## config.mk

```make
export PLATFORM = sky130hd
export DESIGN_NAME = enc_4x2
export DESIGN_NICKNAME = d
export VERILOG_FILES = /design/src/rtl/enc_4x2.sv
export SDC_FILE = /design/constraint.sdc
export NUM_CORES = 1
export LEC_CHECK = 0
export ABC_AREA = 1
export CORE_AREA = 2 2 39 41
export CTS_CLUSTER_DIAMETER = 150
export DETAILED_ROUTE_END_ITERATION = 8
export DIE_AREA = 0 0 41 43
export PLACE_DENSITY = 0.37
export RECOVER_POWER = 50
export SETUP_SLACK_MARGIN = 0.3
export SYNTH_ARGS = -nofsm -noshare
export SYNTH_HDL_FRONTEND = slang
export SYNTH_SLANG_ARGS = --single-unit
```

## constraint.sdc

```tcl
create_clock -name clk -period 1 [get_ports clk]
set_input_delay 0.1 -clock clk [delete_from_list [all_inputs] [get_ports clk]]
set_output_delay 0.1 -clock clk [all_outputs]
set_load 0.02 [all_outputs]
```

## src/rtl/enc_4x2.sv

```systemverilog
// Registered 4-to-2 priority encoder with valid and multi-hot error flags.
// PRIORITY_MSB picks whether the highest or lowest set request wins.
module enc_4x2 #(
    parameter bit PRIORITY_MSB = 1'b1
) (
    input  logic       clk,
    input  logic       rst,
    input  logic [3:0] enc_i,
    output logic [1:0] enc_o,
    output logic       valid_o,
    output logic       err_o
);

    logic [1:0] enc_next;
    logic       valid_next;
    logic       err_next;

    // Priority resolution is fixed at elaboration, so only one case table survives.
    always_comb begin
        enc_next = 2'b00;
        if (PRIORITY_MSB) begin
            casez (enc_i)
                4'b1???: enc_next = 2'b11;
                4'b01??: enc_next = 2'b10;
                4'b001?: enc_next = 2'b01;
                default: enc_next = 2'b00;
            endcase
        end else begin
            casez (enc_i)
                4'b???1: enc_next = 2'b00;
                4'b??10: enc_next = 2'b01;
                4'b?100: enc_next = 2'b10;
                4'b1000: enc_next = 2'b11;
                default: enc_next = 2'b00;
            endcase
        end
    end

    // Clearing the lowest set bit leaves something only when two or more were set.
    always_comb begin
        valid_next = |enc_i;
        err_next   = |(enc_i & (enc_i - 4'd1));
    end

    always_ff @(posedge clk) begin
        if (rst) begin
            enc_o   <= 2'b00;
            valid_o <= 1'b0;
            err_o   <= 1'b0;
        end else begin
            enc_o   <= enc_next;
            valid_o <= valid_next;
            err_o   <= err_next;
        end
    end

endmodule

```

==> results.cfg, run 1 <==
[outcome]
status = finished clean

[detailed_routing]
via_count = 145
dr.pass1.iters = 1
drtAntennaViolNets = 0
drcViolationCount = 0
wl_per_cell_um = 6.064
routed_via_density = 3.085
routed_wl_um = 285
drt_iter0_drc = 0

[sta]
finalCritPeriodShare_pct = 75.51
setup_tns_ps = 0
fmax_mhz = 1324
hold_viol = 0
min_period_ps = 755.1
grt_setup_unrepaired = yes
slew_headroom_pct = 89.86
tightest_slew_ps = 151.6
hold_slack_ps = 209.6
setup-violations-final = 0
finalMaxSlewViolations = 0

[clock_network]
cts-root-buf = clkbuf_4
ctsHoldBuffers = 0
htree_levels = 1
clkTransAtPathRegs_ps = 40
clock_sinks = 4
cts_tree = built
cts_buffers = 3
cts_buffer_depth = 2

[global_route]
grt_pass1_vias = 154
grt.total_usage_pct = 4.719
antenna_found_initial = 0
grt_max_degree = 5
grt_overflow = 0
grt_pass1_wl_um = 489

[die]
io_pins = 10
core_area_sq_um = 1384
rows = 14
die_y_um = 43
die_w_um = 41
start_util_pct = 10.22
die-area_sq_um = 1763

[logic_synthesis]
synth_top_family_by_area = simple AND/OR/NAND/NOR gates
ys_ff_latch = 4
ys_warn_count = 0
synth_compound_area_share_pct = 7.080
synth-adder-area-share_pct = 0
avgSynthCellArea_sq_um = 7.441
netlist_area_sq_um = 141.4
synth_cell_types = 6
synthSimpleGateAreaFrac_pct = 28.32
synthMuxAreaShare_pct = 0
synth-xor-area-share_pct = 0
syn-num-nets = 25
seq_area_frac_synth_pct = 56.64
synth_cells = 19

[pwr]
power_mw = 0.4472
p_per_area_nw_per_um2 = 1568
p_leak_nw = 0.1487
vdd_drop_max_uv = 276.2

[worst_setup_path]
worstPathBufferInverterCount = 1
path_cells = buf_6
slowest_stage = dfxtp_2
path_delay_family = flip-flops
cp_max_fo = 1
crit_required_ps = 900
crit_path_end_kind = output pin
crit_type = reg -> out
critPathLaunchType = flip-flop
crit_arrival_ps = 660
slowest_delay_ps = 310

[finish]
design_area_sq_um = 285.3
multi_input_area_sq_um = 52.55
antenna_cells = 0
fillers = 156
regArea_sq_um = 85.08
drive_above_1_share_pct = 41.94
syn2layout_area_growth_pct = 101.8
nets = 39

[min_path]
hp-start = enc_i[0]
hold_path.class = in -> reg
whs_path_depth = 3
whs_endpoint = valid_o

[placed_design]
post-dp-hpwl_um = 222.9
place_area_sq_um = 251.5
portBuffers = 9
globalplace.congestion = 0.7544

[flow_run]
drv_cap = 0
-- metrics by stage --
stage	utilization (%)	cells	setup slack, ps
after global routing	20.61	47	223.2
after global placement	18.17	44	17.04
after floorplan	-	19	504.9
final	20.61	47	244.9
after detailed placement	18.17	44	19.54
after CTS	20.43	47	231.0
-- sequential cells by signal, summed over array words and instances (netlist names) --
| name | flops |
|---|---|
| valid_o | 1 |
| err_o | 1 |
| enc_o | 2 |
-- cells in the mapped netlist --
library cell	n	area, sq um
dfxtp_1	4	80.08
nor2_1	4	15.01
a21oi_1	2	10.01
nand2_1	5	18.77
nor2_2	1	6.260
inv_1	3	11.26
-- worst max path at each step --
stage / start / endpoint / slack [ps] / depth (start not counted)
2_1_floorplan: enc_o[0] / enc_o[0] / 500 / 0
3_3_place_gp: err_o / err_o / 20 / 1
3_5_place_dp: enc_o[1] / enc_o[1] / 20 / 1
4_1_cts: enc_o[1] / enc_o[1] / 230 / 1
5_1_grt: enc_o[1] / enc_o[1] / 220 / 1
6_report: enc_o[1] / enc_o[1] / 240 / 1
-- where the power goes --
part | total [mW] | internal, mW | switching, mW | leakage, nW
Combinational | 0.0748 | 0.0391 | 0.0357 | 0.101
Sequential | 0.179 | 0.174 | 0.00461 | 0.0342
Clock | 0.194 | 0.134 | 0.0600 | 0.0138
Total | 0.447 | 0.347 | 0.100 | 0.149
-- final cells by class --
cell class / instances / share of cell area, %
well taps: 16 / 7.018
repair buffers: 9 / 32.89
inverters: 3 / 3.947
flip-flops and latches: 4 / 29.82
clock buffers: 3 / 7.895
multi-input cells: 12 / 18.42
-- layout by cell type (no fill, tap or decap) --
cell	instances
inv_1	3
clkbuf_4	3
dfxtp_2	4
nand2_1	5
dlygate4sd2_1	3
nor2_1	3
nor2_2	2
dlymetal6s2s_1	1
dlygate4sd3_1	1
buf_6	4
a21oi_1	2
-- tightest hold or removal path: stages --
cell and delay, ps:
dlymetal6s2s_1 120, nor2_2 50, a21oi_1 130
-- logic make-up after synthesis --
kind of cell	count (synthesis)
flip-flops	4
AND/OR/NAND/NOR	10
AO/OA/AOI/OAI	2
buffers and inverters	3
-- per-layer routing --
layer	track usage (%)	part of all wire, %	routed length [um]	vias up
met1	4.823	44	126	54
met3	0.5236	11	31	0
met4	10.00	0	0	0
met5	0	0	0	-
li1	-	-	-	82
met2	5.000	45	127	9
-- timing repair --
item | CTS | global route
resized for setup | 32 | 1
setup endpoints to repair | 6 | 5
pin swaps | 2 | 0
buffers inserted | 0 | 0
Note: power is estimated with default switching activity, not from simulation.
==> inputs of run 2 (changes only) <==
- clock period: 1 -> 0.8 ns (I/O delays scaled with it)
==> results.cfg, run 2 (synthesized netlist as in run 1, its figures left out) <==
[finish]
antenna_cells = 0
regArea_sq_um = 85.08
nets = 39
syn2layout_area_growth_pct = 98.23
drive_above_1_share_pct = 38.71
mostFrequentLayoutCells = 5 x nand2_1, 4 x nor2_1, 4 x dfxtp_2, 4 x buf_6
final_common_cell = nand2_1
largest_registers = enc_o x2, err_o x1, valid_o x1
top_register = enc_o
final_cells = 47
design_area_sq_um = 280.3
multi_input_area_sq_um = 50.05
largest_reg_flops = 2
fillers = 155

[sta]
finalCritPeriodShare_pct = 91.92
setup_ws_ps = 64.61
grt_setup_unrepaired = yes
setup-violations-final = 0
slew_headroom_pct = 87.83
min_period_ps = 735.4
finalMaxSlewViolations = 0
tightest_slew_ps = 181.9
fmax_mhz = 1360
hold_viol = 0
hold_slack_ps = 215.8

[detailed_routing]
drtAntennaViolNets = 0
via_count = 145
routed_wl_um = 280
drcViolationCount = 0
routed_via_density = 3.085
wl_per_cell_um = 5.957
drt_iter0_drc = 1
dr.pass1.iters = 4

[placed_design]
globalplace.congestion = 0.7544
post-place-ws_ps = -160.5
post-dp-hpwl_um = 222.9
place_area_sq_um = 251.5
dp.cells = 44
portBuffers = 9

[pwr]
intPower_mw = 0.4326
p_sw_mw = 0.1247
p_comb_share_pct = 16.4
vdd_drop_max_uv = 336.9
p_per_area_nw_per_um2 = 1989
pwr-share-clk_pct = 43.5
switching_share_pct = 22.38
p_seq_share_pct = 40.0
p_leak_nw = 0.1399

[die]
core_area_sq_um = 1384
rows = 14
start_util_pct = 10.22
die_y_um = 43
die-area_sq_um = 1763
io_pins = 10
die_w_um = 41

[clock_network]
clkTransAtPathRegs_ps = 40
cts_setup_buffers = 0
cts-root-buf = clkbuf_4
cts_buffer_depth = 2
cts_tree = built
cts_buffers = 3
htree_levels = 1
clock_sinks = 4

[global_route]
grt_overflow = 0
grt_pass1_wl_um = 489
grt_max_degree = 5
antenna_found_initial = 0
grt_pass1_vias = 154
grt.total_usage_pct = 4.719

[worst_setup_path]
path_delay_family = flip-flops
crit_type = reg -> out
worstPathBufferInverterCount = 1
crit_path_end_kind = output pin
slowest_delay_ps = 310
critPathLaunchType = flip-flop
crit_arrival_ps = 660
path_cells = buf_6
crit_required_ps = 720
slowest_stage = dfxtp_2
cp_max_fo = 1

[outcome]
status = finished clean

[flow_run]
drv_cap = 0

[min_path]
hold_path.class = in -> reg
==> run 2: changes by cell type in the layout (fill, tap and decap cells not counted) <==
cell | previous run | this run
clkdlybuf4s15_1 | 0 | 1
clkdlybuf4s25_1 | 0 | 1
dlygate4sd3_1 | 1 | 0
dlymetal6s2s_1 | 1 | 0
nor2_1 | 3 | 4
nor2_2 | 2 | 1
==> run 2: per-layer routing <==
| metal | wire (um) | vias up | global-route usage [%] |
|---|---|---|---|
| li1 | - | 81 | - |
| met1 | 126 | 55 | 4.823 |
| met2 | 120 | 9 | 5.000 |
| met3 | 32 | 0 | 0.5236 |
| met4 | 0 | 0 | 10.00 |
| met5 | 0 | - | 0 |
==> run 2: power by group through the flow <==
stage | clock, mW | combinational (mW) | sequential (mW)
3_3_place_gp | 0 | 0.0971 | 0.220
3_5_place_dp | 0 | 0.0968 | 0.221
5_1_grt | 0.267 | 0.100 | 0.224
4_1_cts | 0.262 | 0.0928 | 0.223
6_report | 0.243 | 0.0916 | 0.223
2_1_floorplan | 0 | 0.0188 | 0.239
==> run 2: layout make-up <==
cell class	instances	area share [%]
Timing Repair Buffer	9	32.59
Inverter	3	4.018
Sequential cell	4	30.36
Clock buffer	3	8.036
Tap cell	16	7.143
Multi-Input combinational cell	12	17.86
==> run 2: path summary, 6_finish.rpt <==
check,from,end,slack (ps),cells past startpoint
max,enc_o[1],enc_o[1],60,1
min,rst,valid_o,220,2
==> run 2: per-stage QoR <==
step / setup TNS [ps] / total power, mW / util (%)
3_5_place_dp: -1069 / 0.3176 / 18.17
6_report: 0 / 0.5574 / 20.25
3_3_place_gp: -1065 / 0.3172 / 18.17
4_1_cts: 0 / 0.5778 / 20.34
5_1_grt: 0 / 0.5905 / 20.25
2_1_floorplan: 0 / 0.2577 / -
==> run 2: timing repair <==
| item | 4_1_cts | 5_1_grt |
|---|---|---|
| pin swaps | 3 | 3 |
| hold buffers | 0 | 0 |
| resized for setup | 35 | 1 |
| setup endpoints to repair | 8 | 5 |
